### src/rtl/load_store_queue.sv
// Load/store queue: in-order store buffer with CDB capture, commit/drain and load disambiguation.
// Store-to-load forwarding is built only when LSQ_FORWARD_EN is defined; otherwise any match stalls the load.
module load_store_queue #(
  parameter int DEPTH  = 4,
  parameter int ADDR_W = 32,
  parameter int DATA_W = 32,
  parameter int ID_W   = 6
) (
  input  logic                   clk,
  input  logic                   rst,
  input  logic                   s_alloc_valid,
  output logic                   s_alloc_ready,
  input  logic [ID_W-1:0]        s_alloc_id,
  input  logic [ID_W-1:0]        s_alloc_data_id,
  input  logic [DATA_W-1:0]      s_alloc_data,
  input  logic                   s_alloc_data_rdy,
  input  logic                   a_valid,
  output logic                   a_ready,
  input  logic                   a_is_store,
  input  logic [ID_W-1:0]        a_id,
  input  logic [ADDR_W-1:0]      a_addr,
  input  logic                   cdb_valid,
  input  logic [ID_W+DATA_W-1:0] cdb,
  input  logic                   commit_valid,
  input  logic [ID_W-1:0]        commit_id,
  input  logic                   flush,
  output logic                   m_valid,
  input  logic                   m_ready,
  output logic                   m_write,
  output logic [ID_W-1:0]        m_id,
  output logic [ADDR_W-1:0]      m_addr,
  output logic [DATA_W-1:0]      m_data,
  output logic                   f_valid,
  input  logic                   f_ready,
  output logic [ID_W+DATA_W-1:0] f_cdb,
  output logic [$clog2(DEPTH):0] count
);
  localparam int PW = $clog2(DEPTH);
  localparam int CW = PW + 1;

  typedef struct packed {
    logic              valid;
    logic [ID_W-1:0]   id;
    logic [ID_W-1:0]   data_id;
    logic [DATA_W-1:0] data;
    logic              data_rdy;
    logic [ADDR_W-1:0] addr;
    logic              addr_rdy;
    logic              committed;
  } entry_t;

  entry_t          q [DEPTH];
  entry_t          q_nxt [DEPTH];
  logic [PW-1:0]   head, tail;
  logic [CW-1:0]   n_comm;
  logic [ID_W-1:0] cdb_tag;
  logic [DATA_W-1:0] cdb_data;
  logic hit, any_old, full, is_load, io, ld_req, fwd, dr_req, ld_go, st_go;
  logic alloc_fire, drain_fire, st_addr_fire;
  entry_t hq;
`ifdef LSQ_FORWARD_EN
  logic [PW-1:0] hit_idx;
`endif

  assign cdb_tag  = cdb[ID_W+DATA_W-1:DATA_W];
  assign cdb_data = cdb[DATA_W-1:0];
  assign full     = (count == CW'(DEPTH));
  assign hq       = q[head];

  // Walk oldest to youngest so the last match found is the one nearest tail.
  always_comb begin
    logic [PW-1:0] j;
    hit = 1'b0;
    any_old = 1'b0;
`ifdef LSQ_FORWARD_EN
    hit_idx = '0;
`endif
    for (int k = 0; k < DEPTH; k++) begin
      j = head + PW'(k);
      if (q[j].valid && q[j].addr_rdy) begin
        any_old = 1'b1;
        if (q[j].addr == a_addr) begin
          hit = 1'b1;
`ifdef LSQ_FORWARD_EN
          hit_idx = j;
`endif
        end
      end
    end
  end

  assign is_load = ~rst & a_valid & ~a_is_store & ~flush;
  assign io      = &a_addr;
  assign ld_req  = is_load & (io ? ~any_old : ~hit);
`ifdef LSQ_FORWARD_EN
  assign fwd     = is_load & ~io & hit & q[hit_idx].data_rdy;
  assign f_cdb   = {a_id, q[hit_idx].data};
`else
  assign fwd     = 1'b0;
  assign f_cdb   = '0;
`endif
  assign f_valid = fwd;

  // A full queue lets the drainable head go first so allocation can resume.
  assign dr_req = ~rst & hq.valid & hq.committed & hq.data_rdy & hq.addr_rdy;
  assign ld_go  = ld_req & ~(full & dr_req);
  assign st_go  = dr_req & ~ld_go;

  assign m_valid = ld_go | st_go;
  assign m_write = st_go;
  assign m_id    = st_go ? hq.id   : a_id;
  assign m_addr  = st_go ? hq.addr : a_addr;
  assign m_data  = st_go ? hq.data : '0;

  always_comb begin
    a_ready = 1'b0;
    if (!rst && a_valid) begin
      if (a_is_store)  a_ready = 1'b1;
      else if (ld_go)  a_ready = m_ready;
      else if (fwd)    a_ready = f_ready;
    end
  end

  assign s_alloc_ready = ~rst & ~full & ~flush;
  assign alloc_fire    = s_alloc_valid & s_alloc_ready;
  assign drain_fire    = st_go & m_ready;
  assign st_addr_fire  = ~rst & a_valid & a_is_store;

  // Committed entries surviving this cycle, counting a same-cycle commit.
  always_comb begin
    n_comm = '0;
    for (int i = 0; i < DEPTH; i++)
      if (q[i].valid && (q[i].committed || (commit_valid && q[i].id == commit_id)))
        n_comm = n_comm + CW'(1);
  end

  always_comb begin
    for (int i = 0; i < DEPTH; i++) begin
      entry_t e;
      e = q[i];
      if (e.valid && !e.data_rdy && cdb_valid && e.data_id == cdb_tag) begin
        e.data = cdb_data;
        e.data_rdy = 1'b1;
      end
      if (e.valid && st_addr_fire && e.id == a_id) begin
        e.addr = a_addr;
        e.addr_rdy = 1'b1;
      end
      if (e.valid && commit_valid && e.id == commit_id) e.committed = 1'b1;
      if (flush && !e.committed) e = '0;
      if (drain_fire && PW'(i) == head) e = '0;
      if (alloc_fire && PW'(i) == tail) begin
        e.valid     = 1'b1;
        e.id        = s_alloc_id;
        e.data_id   = s_alloc_data_id;
        e.data      = s_alloc_data;
        e.data_rdy  = s_alloc_data_rdy;
        e.addr      = '0;
        e.addr_rdy  = 1'b0;
        e.committed = 1'b0;
        if (!s_alloc_data_rdy && cdb_valid && cdb_tag == s_alloc_data_id) begin
          e.data = cdb_data;
          e.data_rdy = 1'b1;
        end
      end
      q_nxt[i] = e;
    end
  end

  always_ff @(posedge clk) begin
    if (rst) begin
      head  <= '0;
      tail  <= '0;
      count <= '0;
      for (int i = 0; i < DEPTH; i++) q[i] <= '0;
    end else begin
      for (int i = 0; i < DEPTH; i++) q[i] <= q_nxt[i];
      head <= head + PW'(drain_fire);
      if (flush) begin
        tail  <= head + PW'(n_comm);
        count <= n_comm - CW'(drain_fire);
      end else begin
        tail  <= tail + PW'(alloc_fire);
        count <= count + CW'(alloc_fire) - CW'(drain_fire);
      end
    end
  end
endmodule

### config.mk
export PLATFORM = sky130hd
export DESIGN_NAME = load_store_queue
export DESIGN_NICKNAME = d
export VERILOG_FILES = /design/src/rtl/load_store_queue.sv
export SDC_FILE = /design/constraint.sdc
export NUM_CORES = 1
export LEC_CHECK = 0
export CAP_MARGIN = 5
export CORE_ASPECT_RATIO = 0.7
export CORE_UTILIZATION = 45
export CTS_CLUSTER_SIZE = 28
export DETAILED_ROUTE_END_ITERATION = 8
export DONT_BUFFER_PORTS = 1
export PLACE_DENSITY_LB_ADDON = 0.15
export SYNTH_ARGS = -nofsm -noshare
export SYNTH_HDL_FRONTEND = slang
export SYNTH_SLANG_ARGS = --single-unit
### constraint.sdc
create_clock -name clk -period 8.7 [get_ports clk]
set_clock_uncertainty 0.05 [all_clocks]
set_input_delay 0.87 -clock clk [delete_from_list [all_inputs] [get_ports clk]]
set_output_delay 0.87 -clock clk [all_outputs]
set_load 0.05 [all_outputs]
==> impl_metrics.tcl, run 1 <==
set metrics [dict create \
    relSlewSlack_pct 18.1 \
    r2r_setup_slack_ns 1.95 \
    vias 18200 \
    switching_power_mw 0.952 \
    cts_made_buffers 38 \
    synth-edff-count 0 \
    core-area_sq_um 49200 \
    h-tree-depth 2 \
    synthMuxAreaShare_pct 25.9 \
    postLayoutCoreUtil_pct 48.7 \
    root_buffer "clkbuf_16" \
    r2r_end "count[2]" \
    seqPwrFrac_pct 43.6 \
    min_path_type "in2reg" \
    fin_crit_sh_pct 81.8 \
    grt_pass1_wl_mm 113 \
    clk_pin_slew_ns 0.06 \
    crit_path_end_kind "output pin" \
    n_antenna_cell 0 \
    synth_top_cell_by_area "dfxtp_1" \
    arrival_ns 6.20 \
    sw_frac_of_total_pct 26.6 \
    grt-ovfl-total 0 \
    dp.cells 2846 \
    setup_viol 0 \
    synth_top_family_by_area "multiplexers" \
    crit_end "m_data[18]" \
    max-vdd-ir-drop_mv 0.125 \
    rows 68 \
    clockBufferDepth 3 \
    post_cts_buffers 0 \
    die_area_sq_um 50700 \
    gr-usage-all-layers_pct 29.4 \
    synth-compound-area-share_pct 15.2 \
    hold_violations 0 \
    place_hpwl_mm 46.9 \
    io_buffers 0 \
    routedWlPerCell_microns 25.7 \
    leakagePower_nw 7.40 \
    total_power_mw 3.58 \
    cts_hold_buf 0 \
    synth-seq-cells 327 \
    drv_cap 0 \
    yosys.cell_types.count 59 \
    viasPerCell 6.25 \
    synth_area_sq_um 22400 \
    layout_commonest_cell "dfxtp_1" \
    antenna_found_initial 1 \
    fin_cells 2913 \
    final.setup.tns_ns 0 \
    finalCriticalPeriod_ns 7.12 \
    crit_start "head[1]" \
    synth.area.top_cells "dfxtp_1 29%, mux4_2 16%, mux2i_1 8.5%" \
    r2r_cells 20 \
    final_cell_mix "325 x dfxtp_1, 207 x inv_1, 190 x nor2_1, 190 x mux2i_1, 157 x mux4_2" \
    pwr_density_cell_nw_per_um2 149 \
    worst-endpoint-required_ns 7.78 \
    fillers 4601 \
    insertion_delay_ns 0.54 \
    start_kind "register" \
    seq_area_frac_synth_pct 29.2 \
    worst_pin_slew_ns 1.22 \
    synth-async-reset-ratio_pct 0 \
    fin_nets 2373 \
    routabilityCongestion 0.956 \
    grt_max_degree 145 \
    initial_core_util_pct 45.6 \
    dieHeight_microns 189 \
    status "finished, final reports clean" \
    synth-xor-area-share_pct 8.13 \
    syn_inst 2352 \
    cts_resized 0 \
    dr.pass1.iters 5 \
    slew_violations 0 \
    ant_nets 0 \
    synth-main-ff-cell "dfxtp_1" \
    cp_max_fo 39 \
    fmax_mhz 140 \
    pwr-share-comb_pct 10.2 \
    tritoncts "yes" \
    syn_avg_cell_area_sq_um 9.53 \
    internal_power_mw 2.63 \
    ioPinCount 253 \
    yosysWarnings 0 \
    drive_gt1_share_pct 17.3 \
    multi_input_area_sq_um 14100 \
    ff_latch_area_sq_um 6550 \
    initialDrtViolationCount 1839 \
    yosys.area_share.simple_pct 11.4 \
    syn2layout_area_growth_pct 6.95 \
    cts_sinks 327 \
    yosys.area_share.adder_pct 0.871 \
    clockPowerShare_pct 46.2 \
    reg2reg_from "head[1]" \
    grt_setup_unrepaired "no" \
    die_w_microns 269 \
    wl_mm 75.0 \
    crit_type "reg2out" \
    grt_pass1_vias 17900 \
    yosysTopAreaCellShare_pct 29.2 \
    remaining_drc_errors 0 \
]
-- cell type report --
class / count / share of cell area (%)
Multi-Input combinational cell: 1593 / 58.9
Sequential cell: 327 / 27.3
Clock buffer: 51 / 4.65
Tap cell: 665 / 3.47
Inverter: 208 / 3.26
Timing Repair Buffer: 53 / 1.76
Clock inverter: 16 / 0.637
-- cell families (layout without fill, tap and decap cells) --
| group | count (synthesis) | after routing |
|---|---|---|
| compound gates | 424 | 424 |
| xor+xnor | 208 | 208 |
| fa+ha+maj | 15 | 15 |
| buf+inv | 470 | 328 |
| flops | 327 | 327 |
| mux | 379 | 379 |
| other cells | 1 | 39 |
| simple gates | 528 | 528 |
-- cells in the mapped netlist (all sizes together), types with 14 or more instances --
| master | number |
|---|---|
| dfxtp | 327 |
| nor2 | 192 |
| nand3 | 18 |
| xnor2 | 155 |
| xor2 | 53 |
| a21oi | 42 |
| o21a | 32 |
| mux2 | 32 |
| mux2i | 190 |
| nand2b | 105 |
| a221oi | 96 |
| buf | 127 |
| nor2b | 37 |
| mux4 | 157 |
| o21ai | 71 |
| a211oi | 36 |
| nand2 | 93 |
| ha | 14 |
| inv | 207 |
| o211ai | 100 |
| nand4 | 37 |
| clkbuf | 135 |
| nor4 | 17 |
-- state kept, by name (all words and copies together) (netlist names) --
| register | flops |
|---|---|
| q | 320 |
| count | 3 |
| head | 2 |
| tail | 2 |
-- worst max-delay path, cell delays in order, from the launching register on --
cell	delay [ns]
dfxtp_4	0.74
inv_1	0.23
ha_4	0.68
buf_12	0.33
mux4_2	0.55
xnor2_1	0.37
nand4_1	0.15
nor4_1	0.37
a31oi_1	0.24
o211ai_2	0.40
o21ai_4	0.35
buf_4	0.39
nor2b_1	0.80
-- metrics by stage --
step / setup WS [ns] / instance area, sq um / hold slack [ns]
2_1_floorplan: 2.77 / 22600 / 0.378
3_3_place_gp: 2.02 / 22700 / 0.388
3_5_place_dp: 1.80 / 22700 / 0.391
4_1_cts: 1.47 / 24000 / 0.337
5_1_grt: 1.27 / 24000 / 0.325
6_report: 1.58 / 24000 / 0.381
-- worst min path at each step --
stage	from	end	slack, ns	depth (start not counted)
after floorplan	q[3][36]	q[3][36]	0.38	2
final	rst	q[3][35]	0.38	1
after detailed placement	q[3][56]	q[3][56]	0.39	2
after CTS	rst	q[0][66]	0.34	1
after global placement	q[0][60]	q[0][60]	0.39	2
after global routing	rst	q[3][35]	0.32	1
-- power by group through the flow --
| stage | combinational [mW] | sequential [mW] | clock [mW] |
|---|---|---|---|
| 6_report | 0.365 | 1.56 | 1.65 |
| 5_1_grt | 0.388 | 1.56 | 1.75 |
| 4_1_cts | 0.361 | 1.56 | 1.68 |
| 3_5_place_dp | 0.360 | 1.59 | 0 |
| 3_3_place_gp | 0.355 | 1.59 | 0 |
| 2_1_floorplan | 0.337 | 1.58 | 0 |
-- metal layers --
layer	track usage (%)	wire [microns]	vias to the layer above
li1	-	-	8058
met1	42.7	33600	9235
met2	42.6	32400	799
met3	8.06	7380	122
met4	7.23	1550	2
met5	0	13	-
Note: power is estimated with default switching activity, not from simulation.
==> run 2: changes to the inputs <==
==> constraint.sdc (replaced) <==
create_clock -name clk -period 6.9 [get_ports clk]
set_clock_uncertainty 0.05 [all_clocks]
set_input_delay 0.69 -clock clk [delete_from_list [all_inputs] [get_ports clk]]
set_output_delay 0.69 -clock clk [all_outputs]
set_load 0.05 [all_outputs]
==> run 2 against run 1 <==
Against the previous run: utilization rose by 1.3 points; critical path depth unchanged; largest power group unchanged; via count grew 1.4%; highest routed layer unchanged; register-to-register slack got worse by 0.84 ns; cell area rose by 2.6%; sequential power rose by 26%; sequential share of layout area is 0.70 points lower; routed wire length decreased by 0.23%.
==> impl_metrics.tcl, run 2 (synthesis results as in run 1) <==
set metrics [dict create \
    fin_crit_sh_pct 91.8 \
    post_cts_buffers 0 \
    cts_resized 0 \
    syn2layout_area_growth_pct 9.76 \
    pre_cts_ws_ns 1.11 \
    total_power_mw 4.56 \
    largest_reg_flops 320 \
    die_area_sq_um 50700 \
    place_hpwl_mm 48.0 \
    sw_frac_of_total_pct 26.0 \
    clk_pin_slew_ns 0.06 \
    slew_violations 0 \
    r2r_end "count[2]" \
    leakagePower_nw 7.80 \
    reg2reg_from "head[1]" \
    remaining_drc_errors 0 \
    gr-usage-all-layers_pct 29.1 \
    fin_cells 2975 \
    grt_max_degree 145 \
    layout_commonest_cell "dfxtp_1" \
    rows 68 \
    seqPwrFrac_pct 43.1 \
    r2r_cells 18 \
    routedWlPerCell_microns 25.2 \
    io_buffers 0 \
    setup_viol 0 \
    grt_pass1_wl_mm 113 \
    crit_end "m_addr[1]" \
    switching_power_mw 1.19 \
    clockBufferDepth 3 \
    final_cell_mix "325 x dfxtp_1, 207 x inv_1, 190 x nor2_1, 190 x mux2i_1, 157 x mux4_2" \
    arrival_ns 5.59 \
    drive_gt1_share_pct 19.3 \
    worst_pin_slew_ns 1.07 \
    initial_core_util_pct 45.6 \
    start_kind "register" \
    antenna_found_initial 1 \
    die_w_microns 269 \
    fin_nets 2434 \
    worst-endpoint-required_ns 6.16 \
    fmax_mhz 158 \
    crit_path_end_kind "output pin" \
    initialDrtViolationCount 1855 \
    insertion_delay_ns 0.54 \
    pwr-share-comb_pct 10.7 \
    cts_sinks 327 \
    grt_setup_unrepaired "no" \
    n_antenna_cell 0 \
    core-area_sq_um 49200 \
    pwr_density_cell_nw_per_um2 185 \
    wl_mm 74.8 \
    tritoncts "yes" \
    top_register "q" \
    ant_nets 0 \
    hold_violations 0 \
    routabilityCongestion 0.946 \
    r2r_setup_slack_ns 1.11 \
    reg_top3 "q (320), count (3)" \
    fin_ws_ns 0.568 \
    cp_max_fo 41 \
    final.setup.tns_ns 0 \
    h-tree-depth 2 \
    relSlewSlack_pct 28.2 \
    cts_made_buffers 38 \
    crit_type "reg2out" \
    ioPinCount 253 \
    postLayoutCoreUtil_pct 50.0 \
    root_buffer "clkbuf_16" \
    vias 18500 \
    cts_hold_buf 0 \
    viasPerCell 6.21 \
    status "finished, final reports clean" \
    dp.cells 2907 \
    crit_start "head[1]" \
    grt_pass1_vias 17900 \
    dr.pass1.iters 5 \
    clockPowerShare_pct 46.1 \
    drv_cap 0 \
    dieHeight_microns 189 \
    max-vdd-ir-drop_mv 0.227 \
    finalCriticalPeriod_ns 6.33 \
    internal_power_mw 3.37 \
    grt-ovfl-total 0 \
    min_path_type "in2reg" \
]
==> run 2: cell count changes in the layout (fill, tap and decap cells not counted), moves of 5 or more <==
| cell | change |
|---|---|
| buf_12 | +14 |
| buf_4 | +47 |
| clkinvlp_4 | -6 |
| clkbuf_1 | +5 |
==> run 2: worst min path at each step <==
| stage | startpoint | to | slack (ns) | cells past startpoint |
|---|---|---|---|---|
| after floorplan | q[3][36] | q[3][36] | 0.38 | 2 |
| after global placement | q[0][45] | q[0][45] | 0.39 | 2 |
| after detailed placement | q[3][59] | q[3][59] | 0.39 | 2 |
| after CTS | rst | q[3][59] | 0.16 | 1 |
| after global routing | rst | q[3][49] | 0.16 | 1 |
| final | rst | q[1][36] | 0.20 | 1 |
==> run 2: metrics by stage <==
stage	hold slack, ns	area [sq um]
2_1_floorplan	0.378	22600
3_3_place_gp	0.390	23300
3_5_place_dp	0.393	23300
4_1_cts	0.160	24600
5_1_grt	0.158	24600
6_report	0.195	24600
==> run 2: per-layer routing <==
layer,vias up,track usage (%),share of wire (%)
met1,9321,42.4,45
met5,-,0,0.017
met4,2,6.95,1.9
met3,120,7.95,10
li1,8182,-,-
met2,847,42.3,43
==> run 2: power by group through the flow <==
stage | logic [mW] | registers, mW | clock network, mW
6_report | 0.489 | 1.97 | 2.10
5_1_grt | 0.518 | 1.97 | 2.22
4_1_cts | 0.482 | 1.97 | 2.15
3_5_place_dp | 0.481 | 2.01 | 0
3_3_place_gp | 0.476 | 2.01 | 0
2_1_floorplan | 0.424 | 2.00 | 0
==> run 2: final cells by class <==
type	instances	area, sq um
Clock inverter	13	169
Fill cell	4522	24600
Tap cell	665	832
Timing Repair Buffer	114	1060
Inverter	208	781
Clock buffer	55	1100
Sequential cell	327	6550
Multi-Input combinational cell	1593	14100
==> run 2: worst max-delay path, cell delays in order, from the launching register on <==
cell,delay [ns]
dfxtp_4,0.42
inv_1,0.12
ha_4,0.79
mux4_2,0.61
xnor2_1,0.39
nand4_1,0.27
nor4_1,0.56
a31oi_1,0.27
o211ai_2,0.40
o21ai_4,0.24
buf_4,0.39
mux2_2,0.39
buf_12,0.17
